===== src/rtl/control_sequencer.sv =====
// ============================================================================
// Module   : control_sequencer (+ control_sequencer_pkg)
// Brief    : SAP-2 instruction fetch sequencer and microcode decoder.
// Revision : 1.0 - initial release
// ============================================================================
`default_nettype none

package control_sequencer_pkg;

    localparam logic [15:0] RESET_VECTOR = 16'hF000;

    typedef enum logic [7:0] {
        OP_NOP   = 8'h00,
        OP_HLT   = 8'h01,
        OP_JMP   = 8'h10,
        OP_LDA   = 8'hA0,
        OP_LDI_A = 8'hB0,
        OP_LDI_B = 8'hB1,
        OP_LDI_C = 8'hB2
    } opcode_t;

    typedef enum logic [2:0] {
        S_RESET          = 3'd0,
        S_INIT           = 3'd1,
        S_LATCH_ADDR     = 3'd2,
        S_READ_BYTE      = 3'd3,
        S_LATCH_BYTE     = 3'd4,
        S_CHK_MORE_BYTES = 3'd5,
        S_EXECUTE        = 3'd6,
        S_HALT           = 3'd7
    } fsm_state_t;

    typedef enum logic [3:0] {
        MS0 = 4'd0, MS1 = 4'd1, MS2 = 4'd2, MS3 = 4'd3,
        MS4 = 4'd4, MS5 = 4'd5, MS6 = 4'd6, MS7 = 4'd7
    } microstep_t;

    typedef struct packed {
        logic load_origin;
        logic load_mar_pc;
        logic oe_ram;
        logic pc_enable;
        logic load_ir;
        logic load_temp_1;
        logic load_temp_2;
        logic oe_temp_1;
        logic oe_temp_2;
        logic load_pc_low_byte;
        logic load_pc_high_byte;
        logic load_mar_addr_low;
        logic load_mar_addr_high;
        logic load_a;
        logic load_b;
        logic load_c;
        logic load_flags;
        logic load_sets_zn;
        logic halt;
        logic last_step;
    } control_word_t;

endpackage

module control_sequencer
    import control_sequencer_pkg::*;
#(
    parameter int MAX_INSTR_BYTES = 3
) (
    input  logic          clk,
    input  logic          reset,
    input  logic [7:0]    opcode_in,
    output control_word_t control_word,
    output logic [2:0]    state_out,
    output logic [3:0]    microstep_out,
    output logic          halted
);

    localparam int c_IDX_W = $clog2(MAX_INSTR_BYTES + 1);

    fsm_state_t           r_state, w_state_nxt;
    microstep_t           r_ms, w_ms_nxt;
    logic [c_IDX_W-1:0]   r_byte_idx, w_byte_idx_nxt;
    logic [c_IDX_W-1:0]   w_len;
    control_word_t        w_ucode;
    control_word_t        w_cw;

    always_ff @(posedge clk or posedge reset) begin
        if (reset) begin
            r_state    <= S_RESET;
            r_ms       <= MS0;
            r_byte_idx <= '0;
        end else begin
            r_state    <= w_state_nxt;
            r_ms       <= w_ms_nxt;
            r_byte_idx <= w_byte_idx_nxt;
        end
    end

    // Instruction length; anything unrecognised is a one-byte NOP.
    always_comb begin
        w_len = c_IDX_W'(1);
        case (opcode_in)
            OP_JMP, OP_LDA:                w_len = c_IDX_W'(3);
            OP_LDI_A, OP_LDI_B, OP_LDI_C:  w_len = c_IDX_W'(2);
            default:                       w_len = c_IDX_W'(1);
        endcase
    end

    always_comb begin
        w_ucode = '0;
        case (opcode_in)
            OP_HLT: begin
                w_ucode.halt      = 1'b1;
                w_ucode.last_step = 1'b1;
            end
            OP_JMP: begin
                if (r_ms == MS0) begin
                    w_ucode.oe_temp_1        = 1'b1;
                    w_ucode.load_pc_low_byte = 1'b1;
                end else if (r_ms == MS1) begin
                    w_ucode.oe_temp_2         = 1'b1;
                    w_ucode.load_pc_high_byte = 1'b1;
                    w_ucode.last_step         = 1'b1;
                end
            end
            OP_LDA: begin
                case (r_ms)
                    MS0: begin
                        w_ucode.oe_temp_1         = 1'b1;
                        w_ucode.load_mar_addr_low = 1'b1;
                    end
                    MS1: begin
                        w_ucode.oe_temp_2          = 1'b1;
                        w_ucode.load_mar_addr_high = 1'b1;
                    end
                    MS2: w_ucode.oe_ram = 1'b1;
                    MS3: begin
                        w_ucode.oe_ram       = 1'b1;
                        w_ucode.load_a       = 1'b1;
                        w_ucode.load_flags   = 1'b1;
                        w_ucode.load_sets_zn = 1'b1;
                        w_ucode.last_step    = 1'b1;
                    end
                    default: w_ucode = '0;
                endcase
            end
            OP_LDI_A: begin
                w_ucode.oe_temp_1    = 1'b1;
                w_ucode.load_a       = 1'b1;
                w_ucode.load_flags   = 1'b1;
                w_ucode.load_sets_zn = 1'b1;
                w_ucode.last_step    = 1'b1;
            end
            OP_LDI_B: begin
                w_ucode.oe_temp_1 = 1'b1;
                w_ucode.load_b    = 1'b1;
                w_ucode.last_step = 1'b1;
            end
            OP_LDI_C: begin
                w_ucode.oe_temp_1 = 1'b1;
                w_ucode.load_c    = 1'b1;
                w_ucode.last_step = 1'b1;
            end
            default: w_ucode.last_step = 1'b1;
        endcase
        // A runaway microprogram is always terminated at the last microstep.
        if (r_ms == MS7) begin
            w_ucode.last_step = 1'b1;
        end
    end

    always_comb begin
        w_state_nxt    = r_state;
        w_ms_nxt       = r_ms;
        w_byte_idx_nxt = r_byte_idx;
        w_cw           = '0;
        case (r_state)
            S_RESET: w_state_nxt = S_INIT;
            S_INIT: begin
                w_cw.load_origin = 1'b1;
                w_byte_idx_nxt   = '0;
                w_state_nxt      = S_LATCH_ADDR;
            end
            S_LATCH_ADDR: begin
                w_cw.load_mar_pc = 1'b1;
                w_state_nxt      = S_READ_BYTE;
            end
            S_READ_BYTE: begin
                w_cw.oe_ram = 1'b1;
                w_state_nxt = S_LATCH_BYTE;
            end
            S_LATCH_BYTE: begin
                w_cw.oe_ram    = 1'b1;
                w_cw.pc_enable = 1'b1;
                if (r_byte_idx == '0) begin
                    w_cw.load_ir = 1'b1;
                end else if (r_byte_idx == c_IDX_W'(1)) begin
                    w_cw.load_temp_1 = 1'b1;
                end else begin
                    w_cw.load_temp_2 = 1'b1;
                end
                w_byte_idx_nxt = r_byte_idx + c_IDX_W'(1);
                w_state_nxt    = S_CHK_MORE_BYTES;
            end
            S_CHK_MORE_BYTES: begin
                if (r_byte_idx < w_len) begin
                    w_state_nxt = S_LATCH_ADDR;
                end else begin
                    w_ms_nxt    = MS0;
                    w_state_nxt = S_EXECUTE;
                end
            end
            S_EXECUTE: begin
                w_cw = w_ucode;
                if (w_ucode.halt) begin
                    w_state_nxt = S_HALT;
                end else if (w_ucode.last_step) begin
                    w_byte_idx_nxt = '0;
                    w_ms_nxt       = MS0;
                    w_state_nxt    = S_LATCH_ADDR;
                end else begin
                    w_ms_nxt = microstep_t'(r_ms + 4'd1);
                end
            end
            S_HALT: w_cw.halt = 1'b1;
            default: w_state_nxt = S_RESET;
        endcase
    end

    assign control_word  = w_cw;
    assign state_out     = r_state;
    assign microstep_out = r_ms;
    assign halted        = (r_state == S_HALT);

endmodule

`default_nettype wire

===== config.mk =====
export PLATFORM = sky130hd
export DESIGN_NAME = control_sequencer
export DESIGN_NICKNAME = d
export VERILOG_FILES = /design/src/rtl/control_sequencer.sv
export SDC_FILE = /design/constraint.sdc
export NUM_CORES = 1
export LEC_CHECK = 0
export CORE_ASPECT_RATIO = 1.1
export CORE_MARGIN = 1.5
export CORE_UTILIZATION = 45
export CTS_BUF_LIST = sky130_fd_sc_hd__clkbuf_8
export CTS_CLUSTER_SIZE = 12
export DETAILED_ROUTE_END_ITERATION = 8
export GPL_TIMING_DRIVEN = 0
export PLACE_DENSITY_LB_ADDON = 0.2
export SKIP_LAST_GASP = 1
export SLEW_MARGIN = 10
export SYNTH_ARGS = -nofsm -noshare
export SYNTH_HDL_FRONTEND = slang
export SYNTH_SLANG_ARGS = --single-unit

===== constraint.sdc =====
create_clock -name clk -period 4.4 [get_ports clk]
set_clock_uncertainty 0.05 [all_clocks]
set_input_delay 1.32 -clock clk [delete_from_list [all_inputs] [get_ports clk]]
set_output_delay 1.32 -clock clk [all_outputs]
set_load 0.005 [all_outputs]

## Yosys cells after proc, flatten, opt, wreduce, memory -nomap -nowiden

Index checks and enable logic that the tools add are counted.
W data, S select, Z words.

- Register bits after elaboration: 9
- Input bits: 10
- Output and inout port bits: 28
- Logic and storage cells: 81

- Add/subtract/negate cells: 2
- Order comparisons: 1
- Equal/unequal tests: 22
- Mux-type cells: 40
- Reductions and logical operators: 13

Operators with widths:

| kind | count |
|---|---|
| $eq A8 B8 Y1 const B | 4 |
| $pmux W3 S7 | 1 |
| $pmux W4 S2 | 2 |
| $pmux W1 S2 | 7 |
| $mux W1 | 13 |
| $eq A3 B3 Y1 const B | 4 |
| $mux W4 | 3 |
| $mux W11 | 1 |
| $mux W2 | 5 |
| $mux W3 | 3 |
| $eq A4 B2 Y1 const B | 2 |
| $eq A8 B1 Y1 const B | 1 |
| $eq A8 B5 Y1 const B | 1 |
| $pmux W2 S2 | 2 |
| $reduce_bool A7 Y1 | 1 |
| $eq A3 B2 Y1 const B | 2 |
| $ne A2 B2 Y1 const B | 3 |
| $pmux W2 S3 | 1 |
| $pmux W3 S2 | 1 |
| $reduce_and A3 Y1 | 2 |
| $reduce_or A2 Y1 | 3 |
| $mux W5 | 1 |
| $add A4 B1 Y4 const B | 1 |
| $eq A4 B1 Y1 const B | 1 |
| other kinds (13) | 13 |

## Longest topological paths before layout

Gate-level depths: netlist (run 1).

- Word-level depth: 8
- Mapped depth: 7
- Mapped depth without buffers: 7

## Worst setup path before layout (run 1)

Ideal clock, no wire load.

- Path type: input -> output
- From: input port opcode_in[1]
- To: output port control_word[11] (netlist bit)
- Data arrival time: 2617 ps
- Required time: 3030 ps
- Setup slack: 413 ps
- Stages: 5
- Buffers on the path: 0
- Cell sequence: or4_4 -> or2_4 -> nor4_2 -> and2_1 -> or2_1

RTL lines:

| element | RTL line | text |
|---|---|---|
| start, declared | 70 | `input logic [7:0] opcode_in,` |
| end, declared | 71 | `output control_word_t control_word,` |

==> flow_metrics.tcl, run 1 <==
set metrics [dict create \
    cts.sink_count 9 \
    synth-async-reset-ratio_pct 100 \
    number_of_placed_instances_with_taps_included 186 \
    yosys.area_share.adder_pct 10.5 \
    drt-pass1-iter-count 4 \
    yosys.cell_types.count 40 \
    dp.final_hpwl_um 1890 \
    cp_data_required_time_ps 3030 \
    total_negative_slack_ps -75.5 \
    endpoint_kind "output port" \
    timing.critical_path.cells "clkdlybuf4s15_2, or4_4, or2_4, a21oi_4, buf_4, clkdlybuf4s50_1" \
    number_of_nets_at_the_end_of_the_flow 188 \
    synthMostInstantiatedCell "sky130_fd_sc_hd__nor2_1" \
    root_buffer "sky130_fd_sc_hd__clkbuf_8" \
    critPathMaxStageDelay_ps 520 \
    synthSimpleGateAreaFrac_pct 44.7 \
    die_area_um2 2400 \
    max_slew_margin_vs_limit_pct 68.5 \
    wl_per_cell_um 13.5 \
    failed_checks "setup timing" \
    routed-via-count 1069 \
    core_region_area_um2 2000 \
    grt_pass1_vias 974 \
    global_route.overflow_total 0 \
    buffer_ports.inserted 37 \
    syn2layout_area_growth_pct 55.1 \
    post-route-drc-count 0 \
    synth_edf_count 0 \
    antenna_violations_before_repair 0 \
    place_congestion 0.811 \
    die_width_um 46.9 \
    synth_top_family_by_area "simple AND/OR/NAND/NOR gates" \
    grt_start_max_net_pins 11 \
    clkLatencyLatePin_ps 240 \
    yosys_warnings 0 \
    grt_first_pass_wirelength_um 4240 \
    rsz_0062_raised_after_global_routing "true" \
    cell_at_the_slowest_stage_of_the_critical_path "sky130_fd_sc_hd__or4_4" \
    tightest_slew_ps 466 \
    crit_type "input port to output port" \
    initial_utilization_pct 47.6 \
    boundaryPins 38 \
    drt_iter0_drc 17 \
    setup_viol 1 \
    syn-num-nets 139 \
    synth-compound-area-share_pct 15.6 \
    time_the_worst_path_needs_with_i_o_delays_and_setup_ps 4480 \
    post-route-period-util_pct 102 \
    synth_top_cells_by_area "sky130_fd_sc_hd__dfrtp_1, sky130_fd_sc_hd__ha_1, sky130_fd_sc_hd__nor2_1" \
    netlist.top_cell.by_area "sky130_fd_sc_hd__dfrtp_1" \
    final-instance-count-excl-fill 197 \
    cts-buffers-inserted 3 \
    clk_pin_slew_worst_paths_ps 50 \
    vias_per_cell 5.43 \
    global_route_usage_sum_pct 24.2 \
    postSynthAreaPerCell_um2 7.87 \
    netlist_area_um2 952 \
    postRouteWirelength_um 2660 \
    timing.critical_path.from_type "input port" \
    cts_tree "built" \
    std_cell_rows 17 \
    power.ir.vdd_worst_mv 0.371 \
    power-per-cell-area_nw_per_um2 340 \
    run_status "finished, violations left" \
    hold_slack_ps 568 \
    cts_max_level 1 \
    cts_hold_buffers 0 \
    static_leakage_nw 0.643 \
    maxClockFrequency_ghz 0.223 \
    number_of_max_capacitance_violations_reported 0 \
    antenna-diode-count 0 \
    clock_path_buffers 2 \
    syn-instance-count 121 \
    synth.yosys.seq_area_share_pct 23.7 \
    hold_viol_final 0 \
    cp_data_arrival_time_ps 3110 \
    synth.ff_latch_count 9 \
    synth_top_cell_area_share_pct 23.7 \
    synthesized_area_fraction_occupied_by_xor_and_xnor_cells_pct 0 \
    crit_path_max_fo 4 \
    die_height_um 51.2 \
    drive_above_1_share_pct 20.7 \
    dominantRegCellSynth "sky130_fd_sc_hd__dfrtp_1" \
    layout_setup_ws_ps -75.5 \
    hp-class "flip-flop to flip-flop" \
    route.antenna.remaining_nets 0 \
    ys_top_cells_by_count "sky130_fd_sc_hd__nor2_1, sky130_fd_sc_hd__nand2_1, sky130_fd_sc_hd__dfrtp_1, sky130_fd_sc_hd__ha_1" \
    report.final.slew_viol_count 0 \
    post_synth_mux_area_share_pct 0 \
]
[repair_timing]
item                       CTS  global route
buffers inserted             7             0
hold endpoints to repair     0             0
pin swaps                    9             3
setup endpoints to repair   13             7
gates resized for setup     29             9
[critical path, delay by kind of cell]
family | cells | cell delay (ps)
simple gates | 2 | 820
buf+inv | 3 | 810
compound gates | 1 | 150
[worst paths after layout]
check | from | to | slack [ps] | cells past startpoint
min | microstep_out[1] | microstep_out[1] | 570 | 1
max | opcode_in[2] | control_word[6] | -80 | 6
max reg2reg | state_out[1] | microstep_out[3] | 2180 | 8
max in group asynchronous | reset | r_byte_idx[0] | 2750 | 2
min reg2reg | microstep_out[1] | microstep_out[1] | 570 | 1
min in group asynchronous | reset | microstep_out[0] | 1290 | 2
[power breakdown]
part	switching (mW)	internal [mW]
Clock	0.0346	0.0609
Sequential	0.0247	0.102
Combinational	0.148	0.132
Total	0.208	0.295
[state kept, by name, indices dropped and copies added (netlist names)]
| signal | cells |
|---|---|
| r_byte_idx | 2 |
| state_out | 3 |
| microstep_out | 4 |
[cells by family (layout without fill, tap and decap cells)]
group                    count (synthesis)  in the layout
adder cells (fa/ha/maj)                  8              8
buffers and inverters                   12             60
flip-flops                               9              9
AND/OR/NAND/NOR                         71             71
AO/OA/AOI/OAI                           21             21
[layout make-up]
type | instances | area (µm²)
Inverter | 7 | 26.3
Buffer | 5 | 30.0
Timing Repair Buffer | 44 | 400
Sequential cell | 9 | 225
Clock buffer | 3 | 41.3
Clock inverter | 1 | 3.75
Tap cell | 28 | 35.0
Multi-Input combinational cell | 100 | 714
Fill cell | 159 | 523
[per-stage QoR]
stage               utilization [%]  total power [mW]  setup slack [ps]  area [µm²]
finish                         73.8             0.502             -75.5        1480
global route                   73.8             0.543              -128        1480
CTS                            73.5             0.504              -168        1470
detailed placement             67.9             0.412              -635        1360
global placement               67.9             0.404              -584        1360
floorplan                         -             0.283               413         952
[routing by layer]
layer,wire length (µm),track usage (%),vias to the layer above
met5,0,0,-
met4,46,4.63,0
met3,139,6.71,7
met2,1360,42.2,37
met1,1120,28.7,501
li1,-,-,524
[layout by cell type, fill, tap and decap left out, types with 2 or more instances in the layout]
cell type | synthesis | layout
sky130_fd_sc_hd__clkdlybuf4s15_2 | 0 | 2
sky130_fd_sc_hd__a31oi_1 | 3 | 3
sky130_fd_sc_hd__nand2_1 | 10 | 10
sky130_fd_sc_hd__dfrtp_1 | 9 | 9
sky130_fd_sc_hd__nor3b_2 | 2 | 2
sky130_fd_sc_hd__ha_1 | 8 | 8
sky130_fd_sc_hd__nand3_1 | 3 | 3
sky130_fd_sc_hd__clkbuf_2 | 0 | 3
sky130_fd_sc_hd__clkdlybuf4s50_1 | 0 | 20
sky130_fd_sc_hd__and2_1 | 4 | 3
sky130_fd_sc_hd__o21ai_1 | 2 | 2
sky130_fd_sc_hd__nor2_1 | 20 | 18
sky130_fd_sc_hd__nor4_1 | 2 | 2
sky130_fd_sc_hd__buf_4 | 2 | 8
sky130_fd_sc_hd__or4_4 | 1 | 2
sky130_fd_sc_hd__a221o_1 | 2 | 2
sky130_fd_sc_hd__clkbuf_8 | 0 | 3
sky130_fd_sc_hd__dlygate4sd2_1 | 0 | 10
sky130_fd_sc_hd__nor3_1 | 7 | 7
sky130_fd_sc_hd__clkbuf_1 | 3 | 3
sky130_fd_sc_hd__nand2b_1 | 2 | 2
sky130_fd_sc_hd__inv_1 | 7 | 8
sky130_fd_sc_hd__a21oi_1 | 7 | 5
sky130_fd_sc_hd__and3_1 | 4 | 4
sky130_fd_sc_hd__nor2b_1 | 3 | 3
(Power assumes the default switching activity.)
==> inputs of run 2 (changes only) <==
--- a/config.mk
+++ b/config.mk
@@ -18,3 +18,4 @@
 export SYNTH_ARGS = -nofsm -noshare
 export SYNTH_HDL_FRONTEND = slang
 export SYNTH_SLANG_ARGS = --single-unit
+export TNS_END_PERCENT = 30
==> run 2 against run 1 <==
The flow still finishes with violations (setup timing). Hold slack lost 1.9 ps. First-iteration DRC count decreased by 18%. Total power up 0.29%. Design area decreased by 1.4%. Critical path depth stayed put. Largest power group unchanged. Routed wire length fell by 5.6%. Combinational power about the same. Highest routed layer unchanged. Largest cell class unchanged. Utilization is 1.0 points lower. Critical path type unchanged. Via count down 2.6%.
==> flow_metrics.tcl, run 2 (synthesized netlist as in run 1, its figures left out) <==
set metrics [dict create \
    setup_viol 8 \
    boundaryPins 38 \
    global_route_usage_sum_pct 23.2 \
    place_congestion 0.811 \
    number_of_max_capacitance_violations_reported 0 \
    report.power.total_mw 0.503 \
    layout_setup_ws_ps -159 \
    timing.critical_path.from_type "input port" \
    placedInstanceArea_um2 1360 \
    hold_viol_final 0 \
    dp.final_hpwl_um 1890 \
    cts_hold_buffers 0 \
    post-route-drc-count 0 \
    hold_slack_ps 566 \
    core_region_area_um2 2000 \
    postRouteWirelength_um 2510 \
    dr_wl_met3_um 122 \
    route.antenna.remaining_nets 0 \
    wl_per_cell_um 12.9 \
    ff2ff_setup_slack_ps 2200 \
    antenna_violations_before_repair 0 \
    cp_data_arrival_time_ps 3190 \
    post-route-period-util_pct 104 \
    cts.sink_count 9 \
    timing.critical_path.cells "clkdlybuf4s15_1, or4_4, or2_4, nor4_4, and2_1, clkdlybuf4s50_1" \
    power-per-cell-area_nw_per_um2 346 \
    reg2reg_from "microstep_out[0]" \
    clock_path_buffers 2 \
    top_layer_used "met4" \
    drt-pass1-iter-count 4 \
    die_area_um2 2400 \
    clkLatencyLatePin_ps 240 \
    largest_reg_flops 4 \
    root_buffer "sky130_fd_sc_hd__clkbuf_8" \
    buffer_ports.inserted 37 \
    initial_utilization_pct 47.6 \
    grt_start_max_net_pins 11 \
    total_negative_slack_ps -630 \
    clk_pin_slew_worst_paths_ps 50 \
    hp-class "flip-flop to flip-flop" \
    tightest_slew_ps 470 \
    route.met2.wl_um 1300 \
    routedLengthMet1_um 1060 \
    drive_above_1_share_pct 16.8 \
    design_area_um2 1460 \
    cts_max_level 1 \
    critPathMaxStageDelay_ps 530 \
    syn2layout_area_growth_pct 53.0 \
    max_slew_margin_vs_limit_pct 68.2 \
    global_route.overflow_total 0 \
    cell_at_the_slowest_stage_of_the_critical_path "sky130_fd_sc_hd__or4_4" \
    std_cell_rows 17 \
    crit_start "opcode_in[0]" \
    routed-via-count 1041 \
    layout.cells.most_common_list "sky130_fd_sc_hd__clkdlybuf4s50_1, sky130_fd_sc_hd__nor2_1, sky130_fd_sc_hd__nand2_1, sky130_fd_sc_hd__dfrtp_1" \
    cts_tree "built" \
    report.final.slew_viol_count 0 \
    power.ir.vdd_worst_mv 0.368 \
    die_width_um 46.9 \
    endpoint_kind "output port" \
    crit_type "input port to output port" \
    cp_data_required_time_ps 3030 \
    layout_commonest_cell "sky130_fd_sc_hd__clkdlybuf4s50_1" \
    grt_pass1_vias 962 \
    dp_worst_setup_slack_ps -635 \
    maxClockFrequency_ghz 0.219 \
    antenna-diode-count 0 \
    run_status "finished, violations left" \
    crit_path_max_fo 4 \
    rsz_0062_raised_after_global_routing "true" \
    grt_first_pass_wirelength_um 4080 \
    drt_iter0_drc 14 \
    vias_per_cell 5.34 \
    cts-buffers-inserted 3 \
    time_the_worst_path_needs_with_i_o_delays_and_setup_ps 4560 \
    failed_checks "setup timing" \
    die_height_um 51.2 \
    hold_start "microstep_out[1]" \
    static_leakage_nw 0.614 \
    number_of_nets_at_the_end_of_the_flow 186 \
]
[run 2: where the power goes]
part           internal [mW]  switching, mW  leakage (nW)
registers              0.102         0.0245         0.119
clock network         0.0609         0.0339        0.0269
logic                  0.136          0.146         0.468
[run 2: cell type report]
class / instances / area (µm²)
plain buffers: 5 / 26.3
clock buffers: 3 / 41.3
clock inverters: 1 / 3.75
fillers: 166 / 543
inverters: 7 / 26.3
multi-input cells: 100 / 694
flip-flops and latches: 9 / 225
well taps: 28 / 35.0
repair buffers: 42 / 404
[run 2: per-stage QoR]
stage          cells  utilization, %
2_1_floorplan    121               -
3_3_place_gp     186            67.9
3_5_place_dp     186            67.9
4_1_cts          195            72.5
5_1_grt          195            72.8
6_report         195            72.8
[run 2: worst paths after layout]
| path | end | cells after the start |
|---|---|---|
| worst max-delay path | control_word[8] | 6 |
| worst min-delay path | microstep_out[1] | 1 |
| worst max register to register | r_byte_idx[0] | 8 |
| worst min register to register | microstep_out[1] | 1 |
| max in group asynchronous | state_out[1] | 2 |
| min in group asynchronous | microstep_out[0] | 2 |
[run 2: timing repair]
item	4_1_cts	5_1_grt
endpoints found under the setup margin	13	11
setup buffers	5	0
pin swaps	6	0
gates resized for setup	23	2
[run 2: critical path, delay by kind of cell]
family	cells	cell delay, ps
and+or+nand+nor	4	1170
buffers and inverters	2	700
[run 2: routing by layer]
metal | track usage [%] | up-vias
met5 | 0 | -
met1 | 26.8 | 483
met2 | 41.1 | 29
met4 | 4.63 | 0
met3 | 6.71 | 5
li1 | - | 524
==> inputs of run 3 (changes only) <==
--- a/config.mk
+++ b/config.mk
@@ -5,14 +5,15 @@
 export SDC_FILE = /design/constraint.sdc
 export NUM_CORES = 1
 export LEC_CHECK = 0
+export CAP_MARGIN = 20
 export CORE_ASPECT_RATIO = 1.1
 export CORE_MARGIN = 1.5
-export CORE_UTILIZATION = 45
+export CORE_UTILIZATION = 40
 export CTS_BUF_LIST = sky130_fd_sc_hd__clkbuf_8
 export CTS_CLUSTER_SIZE = 12
 export DETAILED_ROUTE_END_ITERATION = 8
 export GPL_TIMING_DRIVEN = 0
-export PLACE_DENSITY_LB_ADDON = 0.2
+export PLACE_DENSITY = 0.89
 export SKIP_LAST_GASP = 1
 export SLEW_MARGIN = 10
 export SYNTH_ARGS = -nofsm -noshare
==> constraint.sdc (replaced) <==
create_clock -name clk -period 4.1 [get_ports clk]
set_clock_uncertainty 0.05 [all_clocks]
set_input_delay 1.23 -clock clk [delete_from_list [all_inputs] [get_ports clk]]
set_output_delay 1.23 -clock clk [all_outputs]
set_load 0.005 [all_outputs]
==> run 3 against run 2 <==
The flow still finishes with violations (setup timing). Design area rose by 6.3%. Hold slack got worse by 4.8 ps. Non-clock buffer count rose by 14. Highest routed layer unchanged.
==> flow_metrics.tcl, run 3 (synthesized netlist as in run 1, its figures left out) <==
set metrics [dict create \
    run_status "finished, violations left" \
    failed_checks "setup timing" \
    dp_worst_setup_slack_ps -722 \
    dp.final_hpwl_um 2110 \
    wl_per_cell_um 15.2 \
    boundaryPins 38 \
    largest_reg_flops 4 \
    layout.cells.most_common_list "sky130_fd_sc_hd__buf_4, sky130_fd_sc_hd__nor2_1, sky130_fd_sc_hd__clkdlybuf4s50_1, sky130_fd_sc_hd__nand2_1" \
    die_area_um2 2680 \
    number_of_nets_at_the_end_of_the_flow 200 \
    cp_data_arrival_time_ps 2860 \
    setup_viol 5 \
    endpoint_kind "output port" \
    crit_path_max_fo 4 \
    drt-pass1-iter-count 5 \
    grt_first_pass_wirelength_um 5230 \
    core_region_area_um2 2250 \
    max_slew_margin_vs_limit_pct 66.6 \
    number_of_max_capacitance_violations_reported 0 \
    syn2layout_area_growth_pct 62.5 \
    drt_iter0_drc 25 \
    crit_type "input port to output port" \
    cts_hold_buffers 0 \
    vias_per_cell 5.57 \
    layout_setup_ws_ps -36.4 \
    routedLengthMet1_um 1200 \
    power-per-cell-area_nw_per_um2 350 \
    clkLatencyLatePin_ps 230 \
    routed-via-count 1176 \
    route.met2.wl_um 1770 \
    cts_tree "built" \
    std_cell_rows 18 \
    grt_start_max_net_pins 11 \
    rsz_0062_raised_after_global_routing "true" \
    hp-class "flip-flop to flip-flop" \
    hold_viol_final 0 \
    static_leakage_nw 0.718 \
    initial_utilization_pct 42.3 \
    dr_wl_met3_um 183 \
    post-route-util_pct 68.7 \
    clock_path_buffers 2 \
    time_the_worst_path_needs_with_i_o_delays_and_setup_ps 4140 \
    tightest_slew_ps 494 \
    clk_pin_slew_worst_paths_ps 50 \
    drive_above_1_share_pct 28.2 \
    postRouteWirelength_um 3210 \
    placedInstanceArea_um2 1360 \
    cts.sink_count 9 \
    cp_data_required_time_ps 2820 \
    root_buffer "sky130_fd_sc_hd__clkbuf_8" \
    maxClockFrequency_ghz 0.242 \
    total_negative_slack_ps -99.0 \
    timing.critical_path.from_type "input port" \
    report.power.total_mw 0.542 \
    global_route_usage_sum_pct 26.0 \
    cts_max_level 1 \
    antenna-diode-count 0 \
    n_fill_cell 181 \
    top_layer_used "met4" \
    layout_commonest_cell "sky130_fd_sc_hd__buf_4" \
    grt_pass1_vias 1132 \
    global_route.overflow_total 0 \
    cts-buffers-inserted 3 \
    die_height_um 54.2 \
    power.ir.vdd_worst_mv 0.322 \
    report.final.slew_viol_count 0 \
    antenna_violations_before_repair 0 \
    place_congestion 0.849 \
    post-route-period-util_pct 101 \
    post-route-drc-count 0 \
    die_width_um 49.5 \
    route.antenna.remaining_nets 0 \
    design_area_um2 1550 \
    buffer_ports.inserted 37 \
]
[run 3: cell count changes in the layout (fill, tap and decap cells not counted), sizes merged]
cell / before / now
clkdlybuf4s15: 5 / 0
clkdlybuf4s50: 24 / 18
buf: 7 / 26
dlygate4sd2: 7 / 9
clkbuf: 6 / 10
[run 3: area by class of cell]
class	count	area, µm²	share of cell area (%)
Multi-Input combinational cell	100	724	46.8
Buffer	5	26.3	1.70
Tap cell	30	37.5	2.43
Clock buffer	3	41.3	2.67
Clock inverter	1	3.75	0.243
Inverter	7	26.3	1.70
Timing Repair Buffer	56	463	29.9
Sequential cell	9	225	14.6
[run 3: what timing repair did]
action / CTS / global route
resized for setup: 40 / 13
pin swaps: 9 / 8
buffers inserted: 17 / 2
endpoints found under the setup margin: 13 / 14
cloned: 0 / 0
[run 3: routing by layer]
layer	track usage, %	vias up
met4	6.48	0
met2	51.6	51
met1	28.1	565
met5	0	-
li1	-	554
met3	5.83	6
[run 3: final timing paths]
check	startpoint	end	slack, ps	cells after the start
setup / recovery	opcode_in[2]	control_word[8]	-40	7
hold / removal	microstep_out[1]	microstep_out[1]	560	1
setup reg to reg	microstep_out[0]	r_byte_idx[0]	1880	8
hold reg to reg	microstep_out[1]	microstep_out[1]	560	1
max in group asynchronous	reset	state_out[0]	2530	2
min in group asynchronous	reset	microstep_out[2]	1220	2
[run 3: critical path: stages]
cell and delay [ps]:
sky130_fd_sc_hd__buf_2 120, sky130_fd_sc_hd__or4_4 530, sky130_fd_sc_hd__or2_4 280, sky130_fd_sc_hd__buf_6 130, sky130_fd_sc_hd__nor4_4 150, sky130_fd_sc_hd__and2_1 180, sky130_fd_sc_hd__dlygate4sd2_1 230
[run 3: power breakdown]
part	internal [mW]	leakage, nW	switching [mW]
registers	0.109	0.119	0.0267
logic	0.143	0.572	0.162
clock network	0.0652	0.0269	0.0356
total	0.318	0.718	0.224
[run 3: through the flow]
step,instances,hold slack [ps]
after CTS,209,571
after global placement,188,543
after global routing,211,611
after floorplan,121,525
final,211,561
after detailed placement,188,560
